File: config.mk
export PLATFORM = sky130hd
export DESIGN_NAME = multicycle_sequencer
export DESIGN_NICKNAME = d
export VERILOG_FILES = /design/src/rtl/core_pkg.sv /design/src/rtl/op_class_decode.sv /design/src/rtl/multicycle_sequencer.sv
export SDC_FILE = /design/constraint.sdc
export NUM_CORES = 1
export LEC_CHECK = 0
export ABC_CLOCK_PERIOD_IN_PS = 3400
export CAP_MARGIN = 20
export CORE_MARGIN = 2
export CORE_UTILIZATION = 55
export DETAILED_ROUTE_END_ITERATION = 6
export DONT_BUFFER_PORTS = 1
export HOLD_SLACK_MARGIN = 0.02
export PLACE_DENSITY = 0.73
export SYNTH_ARGS = -nofsm -noshare
export SYNTH_HDL_FRONTEND = slang
export SYNTH_SLANG_ARGS = --single-unit
File: constraint.sdc
create_clock -name clk -period 3.4 [get_ports clk]
set_input_delay 1.02 -clock clk [delete_from_list [all_inputs] [get_ports clk]]
set_output_delay 1.02 -clock clk [all_outputs]
set_load 0.005 [all_outputs]
File: src/rtl/core_pkg.sv
// core_pkg: shared phase encoding, opcode constants and opcode classes for the 16-bit core
package core_pkg;
  typedef enum logic [2:0] {
    S_IDLE   = 3'd0,
    S_FETCH  = 3'd1,
    S_DECODE = 3'd2,
    S_EXEC   = 3'd3,
    S_MEM    = 3'd4,
    S_WB     = 3'd5,
    S_HALT   = 3'd6
  } state_e;
  localparam logic [3:0] OP_LOAD  = 4'b1000;
  localparam logic [3:0] OP_STORE = 4'b1001;
  localparam logic [3:0] OP_JUMP  = 4'b1010;
  localparam logic [3:0] OP_BEQ   = 4'b1011;
  localparam logic [3:0] OP_HALT  = 4'b1111;
  typedef enum logic [2:0] {
    CL_ALU,
    CL_LOAD,
    CL_STORE,
    CL_JUMP,
    CL_BEQ,
    CL_NOP,
    CL_HALT
  } op_class_e;
endpackage

File: src/rtl/op_class_decode.sv
// op_class_decode: opcode to instruction class, shared with the control unit
module op_class_decode
  import core_pkg::*;
(
  input  logic [3:0] opcode,
  output op_class_e  op_class
);
  always_comb
    op_class = !opcode[3]          ? CL_ALU   :
               opcode == OP_LOAD   ? CL_LOAD  :
               opcode == OP_STORE  ? CL_STORE :
               opcode == OP_JUMP   ? CL_JUMP  :
               opcode == OP_BEQ    ? CL_BEQ   :
               opcode == OP_HALT   ? CL_HALT  : CL_NOP;
endmodule

File: src/rtl/multicycle_sequencer.sv
// multicycle_sequencer: fetch/decode/exec/mem/wb phase FSM with memory handshakes and retire counter
module multicycle_sequencer
  import core_pkg::*;
#(
  parameter int CNT_W = 16
) (
  input  logic             clk,
  input  logic             rst,
  input  logic             run,
  input  logic [3:0]       opcode,
  input  logic             zero,
  input  logic             imem_ack,
  input  logic             dmem_ack,
  output logic             imem_req,
  output logic             ir_wr,
  output logic             pc_inc,
  output logic             pc_load,
  output logic             dmem_req,
  output logic             dmem_we,
  output logic             reg_wr_en,
  output logic [2:0]       state,
  output logic             halted,
  output logic [CNT_W-1:0] retired
);
  state_e           state_q, state_d;
  logic [CNT_W-1:0] retired_q, retired_d;
  op_class_e        op_class;
  logic             retire;
  op_class_decode u_dec (.opcode(opcode), .op_class(op_class));
  always_ff @(posedge clk)
    if (rst) begin
      state_q   <= S_IDLE;
      retired_q <= '0;
    end else begin
      state_q   <= state_d;
      retired_q <= retired_d;
    end
  always_comb begin
    state_d   = state_q;
    retire    = 1'b0;
    imem_req  = 1'b0;
    ir_wr     = 1'b0;
    pc_inc    = 1'b0;
    pc_load   = 1'b0;
    dmem_req  = 1'b0;
    dmem_we   = 1'b0;
    reg_wr_en = 1'b0;
    case (state_q)
      S_IDLE:   state_d = run ? S_FETCH : S_IDLE;
      S_FETCH: begin
        imem_req = 1'b1;
        ir_wr    = imem_ack;
        pc_inc   = imem_ack;
        state_d  = imem_ack ? S_DECODE : S_FETCH;
      end
      S_DECODE: state_d = op_class == CL_HALT ? S_HALT : S_EXEC;
      S_EXEC: begin
        pc_load = op_class == CL_JUMP || (op_class == CL_BEQ && zero);
        retire  = op_class inside {CL_JUMP, CL_BEQ, CL_NOP};
        state_d = op_class inside {CL_LOAD, CL_STORE} ? S_MEM : S_WB;
      end
      S_MEM: begin
        dmem_req = 1'b1;
        dmem_we  = op_class == CL_STORE;
        retire   = dmem_ack && op_class == CL_STORE;
        state_d  = dmem_ack ? S_WB : S_MEM;
      end
      S_WB: begin
        reg_wr_en = 1'b1;
        retire    = 1'b1;
      end
      S_HALT:   state_d = S_HALT;
      default:  state_d = S_IDLE;
    endcase
    // the retire cycle is the instruction boundary where run is sampled
    if (retire) state_d = run ? S_FETCH : S_IDLE;
    retired_d = retired_q + CNT_W'(retire);
  end
  assign state   = state_q;
  assign halted  = state_q == S_HALT;
  assign retired = retired_q;
endmodule

==> summary.log, run 1 <==
INFO  outcome        run_status=finished clean
INFO  worst_setup_path critical_path.endpoint_type=primary output
INFO  worst_setup_path r2r_start=state[1]$_SDFFE_PP0P_
INFO  floorplan      die_width=46.9µm
INFO  clocking       max-clock-path-buffers=2
INFO  clocking       clkLatencyLatePin=290ps
INFO  clocking       cts_tree=yes
INFO  timing         layout_worst_path_cycle_share=76.0%
INFO  timing         skew=2.76ps
INFO  cells_and_area proportion_of_layout_cells_with_a_drive_suffix_above_1=11.8%
INFO  grt            number_of_antenna_violations_at_the_first_check_in_global_routing=0
INFO  timing         maxClockFrequency=387MHz
INFO  worst_setup_path r2r.worst_path.cells=9
INFO  floorplan      coreArea=0.00173mm²
INFO  power_and_ir_drop vdd_ir_drop_max=0.233mV
INFO  timing         timing.final.crit_period=2580ps
INFO  grt            grt.total_usage=18.1%
INFO  worst_setup_path cp-startpoint=state[0]$_SDFFE_PP0P_
INFO  cells_and_area filler_cell_count=160
INFO  logic_synthesis synth_ff_type=dfxtp_1
INFO  logic_synthesis ys_ff_latch=19
INFO  placement      portBuffers=0
INFO  logic_synthesis synthesis.instances=112
INFO  power_and_ir_drop design_power_total=367µW
INFO  cells_and_area antenna_cells_inserted=0
INFO  logic_synthesis yosysUniqueCellTypes=36
INFO  worst_setup_path worstPathMaxFanout=10
INFO  power_and_ir_drop internal_power=279µW
INFO  job            cap_violations=0
INFO  drt            drc=0
INFO  logic_synthesis number_of_flops_mapped_to_enable_cells_by_yosys=0
INFO  drt            firstDrtPassIters=3
INFO  drt            num_vias=775
INFO  cells_and_area syn2layout_area_growth=2.10%
INFO  power_and_ir_drop sequentialPowerShare=64.0%
INFO  timing         holdWs=533ps
INFO  grt            grt.overflow.total=0
INFO  drt            avgViaCountPerCell=5.74
INFO  clocking       cts.clk_slew.worst_paths=110ps
INFO  timing         finalMaxSlewViolations=0
INFO  logic_synthesis yosysSeqAreaShare=37.6%
INFO  logic_synthesis synth.top_cells.by_area=dfxtp_1, xor2_1, nor2_1
INFO  floorplan      ios=37
INFO  power_and_ir_drop power.density_cell_area=355mW/mm²
INFO  floorplan      die_height=46.9µm
INFO  drt            routed_wl=1.86mm
INFO  drt            drtAntennaViolNets=0
INFO  placement      place_ws=582ps
INFO  cells_and_area num-nets-final=123
INFO  clocking       numCtsBuffers=3
INFO  timing         relative_max_transition_margin=70.5%
INFO  power_and_ir_drop net-switching-power=87.3µW
INFO  clocking       cts-hold-fix-buffers=0
INFO  timing         finalHoldViolations=0
INFO  drt            post_drt_wl_per_cell=13.8µm
INFO  logic_synthesis syn_avg_cell_area=9.03µm²
INFO  grt            grt_start_max_net_pins=20
INFO  cells_and_area stdcell_count=135
INFO  logic_synthesis ys.warnings.count=0
INFO  clocking       cts_htree_levels=1
INFO  grt            first_global_vias=697
INFO  timing         unrepaired_setup_endpoints_after_global_routing=false
INFO  worst_setup_path worst_ep_required_time=2380ps
INFO  logic_synthesis synth.cell_area=0.00101mm²
INFO  drt            drt_iter0_markers=8
INFO  power_and_ir_drop clockPowerShare=30.4%
INFO  worst_setup_path critPathKind=flip-flop to primary output
INFO  logic_synthesis share_of_flip_flops_with_an_asynchronous_set_or_reset_after_synthesis=0%
INFO  placement      placedCellCount=131
INFO  floorplan      fp-row-count=15
INFO  placement      dp_hpwl=1.44mm
INFO  logic_synthesis synthDominantCellAreaShare=37.6%
INFO  power_and_ir_drop p_leak=0.000402µW
INFO  logic_synthesis yosysTopAreaCell=dfxtp_1
INFO  worst_setup_path cp-start-kind=flip-flop
INFO  clocking       cts_setup_buffers=0
INFO  clocking       ctsResizeCount=0
INFO  power_and_ir_drop netSwitchingFraction=23.8%
INFO  worst_setup_path worst_setup_path_end=pc_inc
INFO  logic_synthesis synthesis.nets=124
INFO  clocking       cts_num_sinks=19
INFO  worst_setup_path worst-r2r-setup-slack=1050ps
INFO  worst_setup_path critical_path_arrival=1560ps
INFO  worst_setup_path worstReg2RegEnd=retired[12]$_SDFF_PP0_
INFO  hold_path      worstHoldPathType=flip-flop to flip-flop
INFO  timing         post-route-worst-setup-slack=816ps
INFO  grt            grt_pass1_wl=2.82mm
INFO  timing         setup_tns=0ps
INFO  floorplan      initial_core_util=58.6%
INFO  floorplan      floorplan.die_area=0.00220mm²
INFO  clocking       cts-root-buf=clkbuf_4
INFO  timing         setup_violations=0
INFO  placement      gpl.final_weighted_congestion=0.822
INFO  timing         tightest_slew=438ps
INFO  power_and_ir_drop comb_power_share=5.6%
-- cell families (layout without fill, tap and decap cells) --
kind of cell	after synthesis	count (layout)	share of synthesized area (%)
AO/OA/AOI/OAI	12	12	7.18
XOR/XNOR	13	13	11.3
adder cells (fa/ha/maj)	2	2	2.47
buffers and inverters	9	7	4.83
flip-flops	19	19	37.6
AND/OR/NAND/NOR	57	57	36.6
-- synthesized netlist by cell type (all sizes together) (3+ instances only) --
cell type,instances
dfxtp,19
and3,3
xor2,8
xnor2,5
nand2,10
nor3,3
nand2b,3
inv,3
nor2,15
o21ai,4
nor3b,3
a21oi,4
buf,5
nor4,3
nand4,4
nand3,5
-- layout by cell type (no fill, tap or decap), types with 2 or more instances in the layout --
master / count
nand4b_2: 2
nor2_1: 15
xnor2_1: 5
and3_1: 2
o21ai_0: 3
or3_1: 2
a21oi_1: 4
nand3_1: 4
xor2_1: 8
inv_1: 3
dfxtp_1: 19
nand2b_1: 3
clkbuf_4: 3
nor3_1: 2
nand4_1: 3
ha_1: 2
nand2_1: 10
and3b_1: 2
nor3b_1: 2
-- worst max-delay path, cell delays in order, from the launching register on --
cell and delay, ps:
dfxtp_1 560, nor3b_1 430, nand2_1 160, inv_1 120
-- flip-flops by register name, summed over array words and instances, names as in the netlist --
register  flops
retired      16
state         3
-- worst min path at each step --
stage	startpoint	to	cells past startpoint
4_1_cts	retired[6]$_SDFF_PP0_	retired[6]$_SDFF_PP0_	2
6_report	retired[6]$_SDFF_PP0_	retired[6]$_SDFF_PP0_	2
3_3_place_gp	retired[6]$_SDFF_PP0_	retired[6]$_SDFF_PP0_	2
2_1_floorplan	retired[6]$_SDFF_PP0_	retired[6]$_SDFF_PP0_	2
5_1_grt	retired[6]$_SDFF_PP0_	retired[6]$_SDFF_PP0_	2
3_5_place_dp	retired[6]$_SDFF_PP0_	retired[6]$_SDFF_PP0_	2
-- metal layers --
metal | vias to the layer above | share of wire (%) | wire length (µm) | GRT usage, %
li1 | 385 | - | - | -
met1 | 364 | 45 | 842 | 22.1
met2 | 24 | 47 | 866 | 27.9
met3 | 2 | 7.1 | 132 | 6.15
met4 | 0 | 1.1 | 20 | 10.0
met5 | - | 0 | 0 | 0
-- power by group through the flow --
stage	registers (µW)	logic, µW	clock network (µW)
after floorplan	233	31.1	0
after global placement	240	19.8	0
after detailed placement	240	20.2	0
after CTS	235	20.3	118
after global routing	236	22.8	126
final	235	20.4	111
-- per-stage QoR --
step | utilization [%] | instance area, µm²
3_3_place_gp | 58.2 | 1000
6_report | 59.8 | 1030
3_5_place_dp | 58.2 | 1000
2_1_floorplan | - | 1010
4_1_cts | 59.8 | 1030
5_1_grt | 59.8 | 1030
-- area by class of cell --
class	count	area [µm²]	area share, %
sequential	19	380	36.8
inverter	3	11.3	1.09
multi-input combinational	84	582	56.4
tap	25	31.3	3.03
clock inverter	1	5.00	0.485
clock buffer	3	22.5	2.18
No activity file was read; power rests on OpenSTA's default activity.
==> inputs of run 2 (changes only) <==
--- a/config.mk
+++ b/config.mk
@@ -5,14 +5,14 @@
 export SDC_FILE = /design/constraint.sdc
 export NUM_CORES = 1
 export LEC_CHECK = 0
-export ABC_CLOCK_PERIOD_IN_PS = 3400
+export ABC_CLOCK_PERIOD_IN_PS = 2100
 export CAP_MARGIN = 20
 export CORE_MARGIN = 2
-export CORE_UTILIZATION = 55
+export CORE_UTILIZATION = 54
 export DETAILED_ROUTE_END_ITERATION = 6
 export DONT_BUFFER_PORTS = 1
 export HOLD_SLACK_MARGIN = 0.02
-export PLACE_DENSITY = 0.73
+export PLACE_DENSITY = 0.75
 export SYNTH_ARGS = -nofsm -noshare
 export SYNTH_HDL_FRONTEND = slang
 export SYNTH_SLANG_ARGS = --single-unit
==> constraint.sdc (replaced) <==
create_clock -name clk -period 2.1 [get_ports clk]
set_input_delay 0.63 -clock clk [delete_from_list [all_inputs] [get_ports clk]]
set_output_delay 0.63 -clock clk [all_outputs]
set_load 0.005 [all_outputs]
==> run 2 against run 1 <==
Against the previous run: critical path depth increased by 6; clock-buffer cell count unchanged; sequential share of layout area decreased by 5.7 points; clock skew increased by 7.2 ps; total power increased by 70%.
==> summary.log, run 2 (synthesis gave the netlist of run 1 again) <==
INFO  worst_setup_path worstReg2RegEnd=retired[13]$_SDFF_PP0_
INFO  timing         maxClockFrequency=502MHz
INFO  power_and_ir_drop p_leak=0.000537µW [+33%]
INFO  timing         post-route-worst-setup-slack=107ps [-709 ps]
INFO  timing         finalMaxSlewViolations=0 [unchanged]
INFO  drt            avgViaCountPerCell=5.80 [+1.1%]
INFO  worst_setup_path max_stage_delay=420ps [-140 ps]
INFO  cells_and_area filler_cell_count=140 [-13%]
INFO  worst_setup_path worst_setup_path_end=retired[13]$_SDFF_PP0_
INFO  grt            grt.total_usage=20.1% [+2.0 points]
INFO  worst_setup_path critPathKind=flip-flop to flip-flop
INFO  clocking       cts-root-buf=clkbuf_4
INFO  cells_and_area regArea=387µm² [+1.6%]
INFO  cells_and_area multiInputGateArea=638µm² [+9.7%]
INFO  worst_setup_path r2r.worst_path.cells=9 [unchanged]
INFO  worst_setup_path cp-start-kind=flip-flop
INFO  floorplan      die_height=47.3µm [+0.84%]
INFO  drt            drtAntennaViolNets=0 [unchanged]
INFO  timing         setup_violations=0 [unchanged]
INFO  cells_and_area final_cell_mix=buf_4, dfxtp_1, nor2_1
INFO  power_and_ir_drop power.density_cell_area=503mW/mm² [+41%]
INFO  grt            grt_start_max_net_pins=20 [unchanged]
INFO  timing         skew=9.94ps [+7.19 ps]
INFO  power_and_ir_drop internal_power=474µW [+70%]
INFO  power_and_ir_drop netSwitchingFraction=24.1% [+0.26 points]
INFO  clocking       cts_num_sinks=19 [unchanged]
INFO  clocking       cts.clk_slew.worst_paths=110ps [about the same]
INFO  grt            grtUsageMet1=25.4% [+3.3 points]
INFO  timing         finalHoldViolations=0 [unchanged]
INFO  clocking       cts-hold-fix-buffers=0 [unchanged]
INFO  grt            grt.overflow.total=0 [unchanged]
INFO  drt            num_vias=888 [+15%]
INFO  placement      portBuffers=0 [unchanged]
INFO  drt            firstDrtPassIters=4 [+1]
INFO  drt            post_drt_wl_per_cell=14.8µm [+7.1%]
INFO  clocking       clkLatencyLatePin=300ps [about the same]
INFO  grt            number_of_antenna_violations_at_the_first_check_in_global_routing=0 [unchanged]
INFO  worst_setup_path worst_ep_required_time=2300ps [-80 ps]
INFO  floorplan      fp-row-count=15 [unchanged]
INFO  timing         layout_worst_path_cycle_share=94.9%
INFO  drt            drt_iter0_markers=13 [+5]
INFO  clocking       max-clock-path-buffers=2 [unchanged]
INFO  cells_and_area num-nets-final=141 [+15%]
INFO  clocking       numCtsBuffers=3 [unchanged]
INFO  drt            drc=0 [unchanged]
INFO  drt            routed_wl=2.26mm [+21%]
INFO  cells_and_area largest_reg_flops=16 [unchanged]
INFO  worst_setup_path r2r_start=state[1]$_SDFFE_PP0P_
INFO  timing         tightest_slew=311ps [-127 ps]
INFO  floorplan      ios=37 [unchanged]
INFO  timing         timing.final.crit_period=1990ps
INFO  power_and_ir_drop net-switching-power=150µW [+72%]
INFO  cells_and_area antenna_cells_inserted=0 [unchanged]
INFO  power_and_ir_drop vdd_ir_drop_max=0.411mV [+77%]
INFO  cells_and_area syn2layout_area_growth=22.9%
INFO  outcome        run_status=finished clean
INFO  placement      dp_hpwl=1.57mm [+9.2%]
INFO  cells_and_area proportion_of_layout_cells_with_a_drive_suffix_above_1=31.3% [+19 points]
INFO  grt            busiest_layer=met2
INFO  timing         unrepaired_setup_endpoints_after_global_routing=true
INFO  placement      gpl.final_weighted_congestion=0.734 [-11%]
INFO  job            cap_violations=0 [unchanged]
INFO  floorplan      floorplan.die_area=0.00223mm² [+1.7%]
INFO  power_and_ir_drop design_power_total=624µW [+70%]
INFO  power_and_ir_drop comb_power_share=10.7% [+5.1 points]
INFO  worst_setup_path critical_path_arrival=2190ps [+630 ps]
INFO  worst_setup_path crit_slowest_cell=dfxtp_2
INFO  floorplan      die_width=47.3µm [+0.84%]
INFO  worst_setup_path worstPathMaxFanout=6 [-4]
INFO  hold_path      worstHoldPathType=input pin to flip-flop
INFO  grt            first_global_vias=778 [+12%]
INFO  worst_setup_path critical_path.endpoint_type=flip-flop
INFO  clocking       cts_tree=yes
INFO  clocking       cts_htree_levels=1 [unchanged]
INFO  worst_setup_path cp-startpoint=state[1]$_SDFFE_PP0P_
INFO  worst_setup_path cells_along_the_critical_path=and3b_1 -> nand4b_2 -> nand4b_4 -> ha_4 -> nand2_4 -> nor4_4 -> nand3_1 -> xor2_1 -> nor2_1
INFO  power_and_ir_drop sequentialPowerShare=60.0% [-4.0 points]
INFO  grt            grt_pass1_wl=3.24mm [+15%]
INFO  floorplan      initial_core_util=57.9% [-0.63 points]
INFO  placement      place_ws=-131ps [-713 ps]
INFO  grt            grt.met2_usage=31.9% [+3.9 points]
INFO  timing         relative_max_transition_margin=79.2% [+8.7 points]
INFO  cells_and_area mostFrequentLayoutCell=buf_4
INFO  floorplan      coreArea=0.00175mm² [+1.1%]
INFO  timing         holdWs=382ps [-152 ps]
INFO  power_and_ir_drop clockPowerShare=29.3% [-1.1 points]
INFO  grt            met3_usage=8.85% [+2.7 points]
INFO  worst_setup_path worst-r2r-setup-slack=110ps [-940 ps]
-- run 2: cell count changes in the layout (fill, tap and decap cells not counted), sizes merged --
cell	change
buf	+18
-- run 2: how the worst min path moves through the flow --
stage,end,cells past startpoint,start,slack (ps)
final,retired[0]$_SDFF_PP0_,1,rst,380
after global placement,retired[6]$_SDFF_PP0_,2,retired[6]$_SDFF_PP0_,520
after global routing,state[2]$_SDFFE_PP0P_,1,rst,370
after floorplan,retired[6]$_SDFF_PP0_,2,retired[6]$_SDFF_PP0_,490
after detailed placement,retired[15]$_SDFF_PP0_,2,retired[15]$_SDFF_PP0_,530
after CTS,retired[6]$_SDFF_PP0_,1,rst,380
-- run 2: area by class of cell --
cell class / instances / area share (%)
multi-input combinational: 84 / 51.4
sequential: 19 / 31.1
timing repair buffer: 18 / 11.9
tap: 25 / 2.52
clock buffer: 3 / 1.81
inverter: 3 / 0.906
clock inverter: 1 / 0.403
-- run 2: power by group through the flow --
stage | Sequential, µW | Combinational [µW] | Clock, µW
6_report | 375 | 66.9 | 183
3_3_place_gp | 382 | 58.5 | 0
5_1_grt | 376 | 73.9 | 203
4_1_cts | 375 | 60.1 | 189
2_1_floorplan | 377 | 50.7 | 0
3_5_place_dp | 383 | 59.5 | 0
-- run 2: worst max-delay path: cells and delay by family, from the launching register on --
family                   cells  cell delay [ps]
XOR/XNOR                     1              150
AND/OR/NAND/NOR              7             1160
flip-flops                   1              420
adder cells (fa/ha/maj)      1              170
-- run 2: repair_timing --
action,4_1_cts,5_1_grt
setup endpoints to repair,2,11
resized for setup,1,11
setup buffers,0,7
pin swaps,0,8
endpoints found under the hold margin,0,0
-- run 2: stage by stage --
stage / cells / TNS (ps) / area, µm² / utilization, %
6_report: 153 / 0 / 1240 / 71.2
5_1_grt: 153 / -118 / 1240 / 71.2
4_1_cts: 146 / 0 / 1140 / 65.4
3_5_place_dp: 142 / -392 / 1110 / 63.4
3_3_place_gp: 142 / -161 / 1110 / 63.4
2_1_floorplan: 112 / 0 / 1020 / -
-- run 2: per-layer routing --
metal / vias to the layer above / routed length [µm]
li1: 419 / -
met1: 438 / 952
met2: 31 / 1140
met3: 0 / 161
met4: 0 / 0
met5: - / 0
==> patch: new RTL, config.mk and constraints of run 2 <==
Reset style: asynchronous (`rst`), changed in one clocked block.
--- a/src/rtl/multicycle_sequencer.sv
+++ b/src/rtl/multicycle_sequencer.sv
@@ -27,7 +27,7 @@
   op_class_e        op_class;
   logic             retire;
   op_class_decode u_dec (.opcode(opcode), .op_class(op_class));
-  always_ff @(posedge clk)
+  always_ff @(posedge clk or posedge rst)
     if (rst) begin
       state_q   <= S_IDLE;
       retired_q <= '0;
Behaviour: differs if rst is asserted again (counterexample within 4 cycles, from zero or initial values and one cycle with rst high); with rst held inactive, the same outputs for 10 cycles.
==> patch against run 2 <==
- synthesized area decreased by 2.4%
- setup slack worse by 0.053 ns
- sequential cell count stayed put
- routed wire length down 15%
- synthesized cell count down 15%
- cell area fell by 9.2%
- global-route usage rose by 0.11 points
- utilization shrank 5.8 points
- clock skew fell by 0.0045 ns
Power is not compared: it rests on default switching activity, and its combinational part moved more than twofold at a synthesized area within 25%.
==> patch: results (changes against run 2) <==
- Critical-path top delay cell: dfrtp_1 (was dfxtp_2)
- First-pass GRT wire length: 3.036 mm (was 3.236 mm)
- Rel. slew slack: 54.25% (was 79.23%)
- Layout cells sized above 1: 23.85% (was 31.25%)
- Worst-Skew Late Latency: 0.30 ns (about the same)
- Drt initial violations: 12 (was 13)
- Commonest cells in the netlist: dfrtp_1 (19), xnor2_1 (11), nor2_1 (10) (was dfxtp_1 (19), nor2_1 (15), nand2_1 (10), xor2_1 (8), xnor2_1 (5))
- Routability Congestion: 0.7540 (was 0.7335)
- Antenna diodes: 0 (unchanged)
- Placed cells: 129 (was 142)
- Initial antenna violation count: 0 (unchanged)
- Sw Pwr: 0.3953 mW
- Net total in the final layout: 122 (was 141)
- RR Endpoint: retired[12] (was retired[13])
- RR Startpoint: state[1] (unchanged)
- Post-synth ARST share: 100.0% (was 0%)
- CP arrival: 1.42 ns (was 2.19 ns)
- Placed Area: 1086 µm² (was 1107 µm²)
- Drt first pass iters: 4 (unchanged)
- Worst min-delay path class: in -> async (was in -> reg)
- Longest Clk Path Bufs: 2 (unchanged)
- Post-synthesis compound-gate area fraction: 4.943% (was 7.178%)
- Hold WS: 0.2991 ns (was 0.3818 ns)
- Tot GR Track Use: 20.21% (was 20.09%)
- Final Skew: 0.005407 ns (was 0.009944 ns)
- Worst Path Max Fanout: 5 (was 6)
- Vias: 769 (was 888)
- Synth area leaders: dfrtp_1 (48%), xnor2_1 (9.8%), nor2_1 (3.8%) (was dfxtp_1 (38%), xor2_1 (6.9%), nor2_1 (5.6%))
- Clock slew at reported path FFs: 0.11 ns (about the same)
- CP startpoint: state[0] (was state[1])
- Leakage power: 0.5170 nW
- Routed WL per cell: 14.37 µm (was 14.76 µm)
- Placement Setup Slack: -0.03720 ns (was -0.1314 ns)
- Register share of total power: around half
- Non-filler instance count after layout: 134 (was 153)
- Synthesized netlist cell count: 95 (was 112)
- Synth Area in XOR/XNOR: 13.31% (was 11.26%)
- FF-to-FF path depth: 8 (was 9)
- Slowest stage delay, CP: 0.41 ns
- Maximum vdd ir drop: between 0.5 and 0.6 mV
- Clk root buf: clkbuf_4 (unchanged)
- Max reg flops: 16 (unchanged)
- Status: completed (unchanged)
- Synthesized-area fraction occupied by adder cells: 2.535% (was 2.475%)
- Final worst-path setup slack: 0.05329 ns (was 0.1067 ns)
- Sequential area share after synthesis: 48.16% (was 37.62%)
- Post-Syn Nets: 107 (was 124)
- Unique masters post-synth: 33 (was 36)
- Mux contribution to synthesized area: 0% (unchanged)
- HPWL Detailed: 1.447 mm (was 1.571 mm)
- Vias in the first global route: 736 (was 778)
- Top cell family by delay on the critical path: simple AND/OR/NAND/NOR gates (unchanged)
-- patch: metal layers --
metal  global-route usage (%)  wire length [µm]
met5                        0                 0
met4                    11.67                19
met3                    5.000               124
met2                    34.72               992
met1                    22.82               789
-- patch: final cells by class --
class,count,area (µm²)
inverter,3,11.26
fill,157,598.1
sequential,19,475.5
timing repair buffer,11,82.58
clock inverter,1,5.005
clock buffer,3,22.52
multi-input combinational,72,500.5
tap,25,31.28
-- patch: kinds of logic after synthesis --
family | count (synthesis)
buf+inv | 4
xor+xnor | 15
fa+ha+maj | 2
compound gates | 6
simple gates | 49
flops | 19
-- patch: timing repair --
action,4_1_cts,5_1_grt
endpoints found under the setup margin,1,6
buffers inserted,1,0
gates cloned,0,0
resized for setup,0,3
-- patch: how the worst max path moves through the flow --
stage / cells after the start / endpoint
finish: 4 / dmem_we
floorplan: 8 / retired[12]
global placement: 8 / retired[9]
detailed placement: 8 / retired[12]
global route: 8 / retired[12]
CTS: 4 / pc_inc
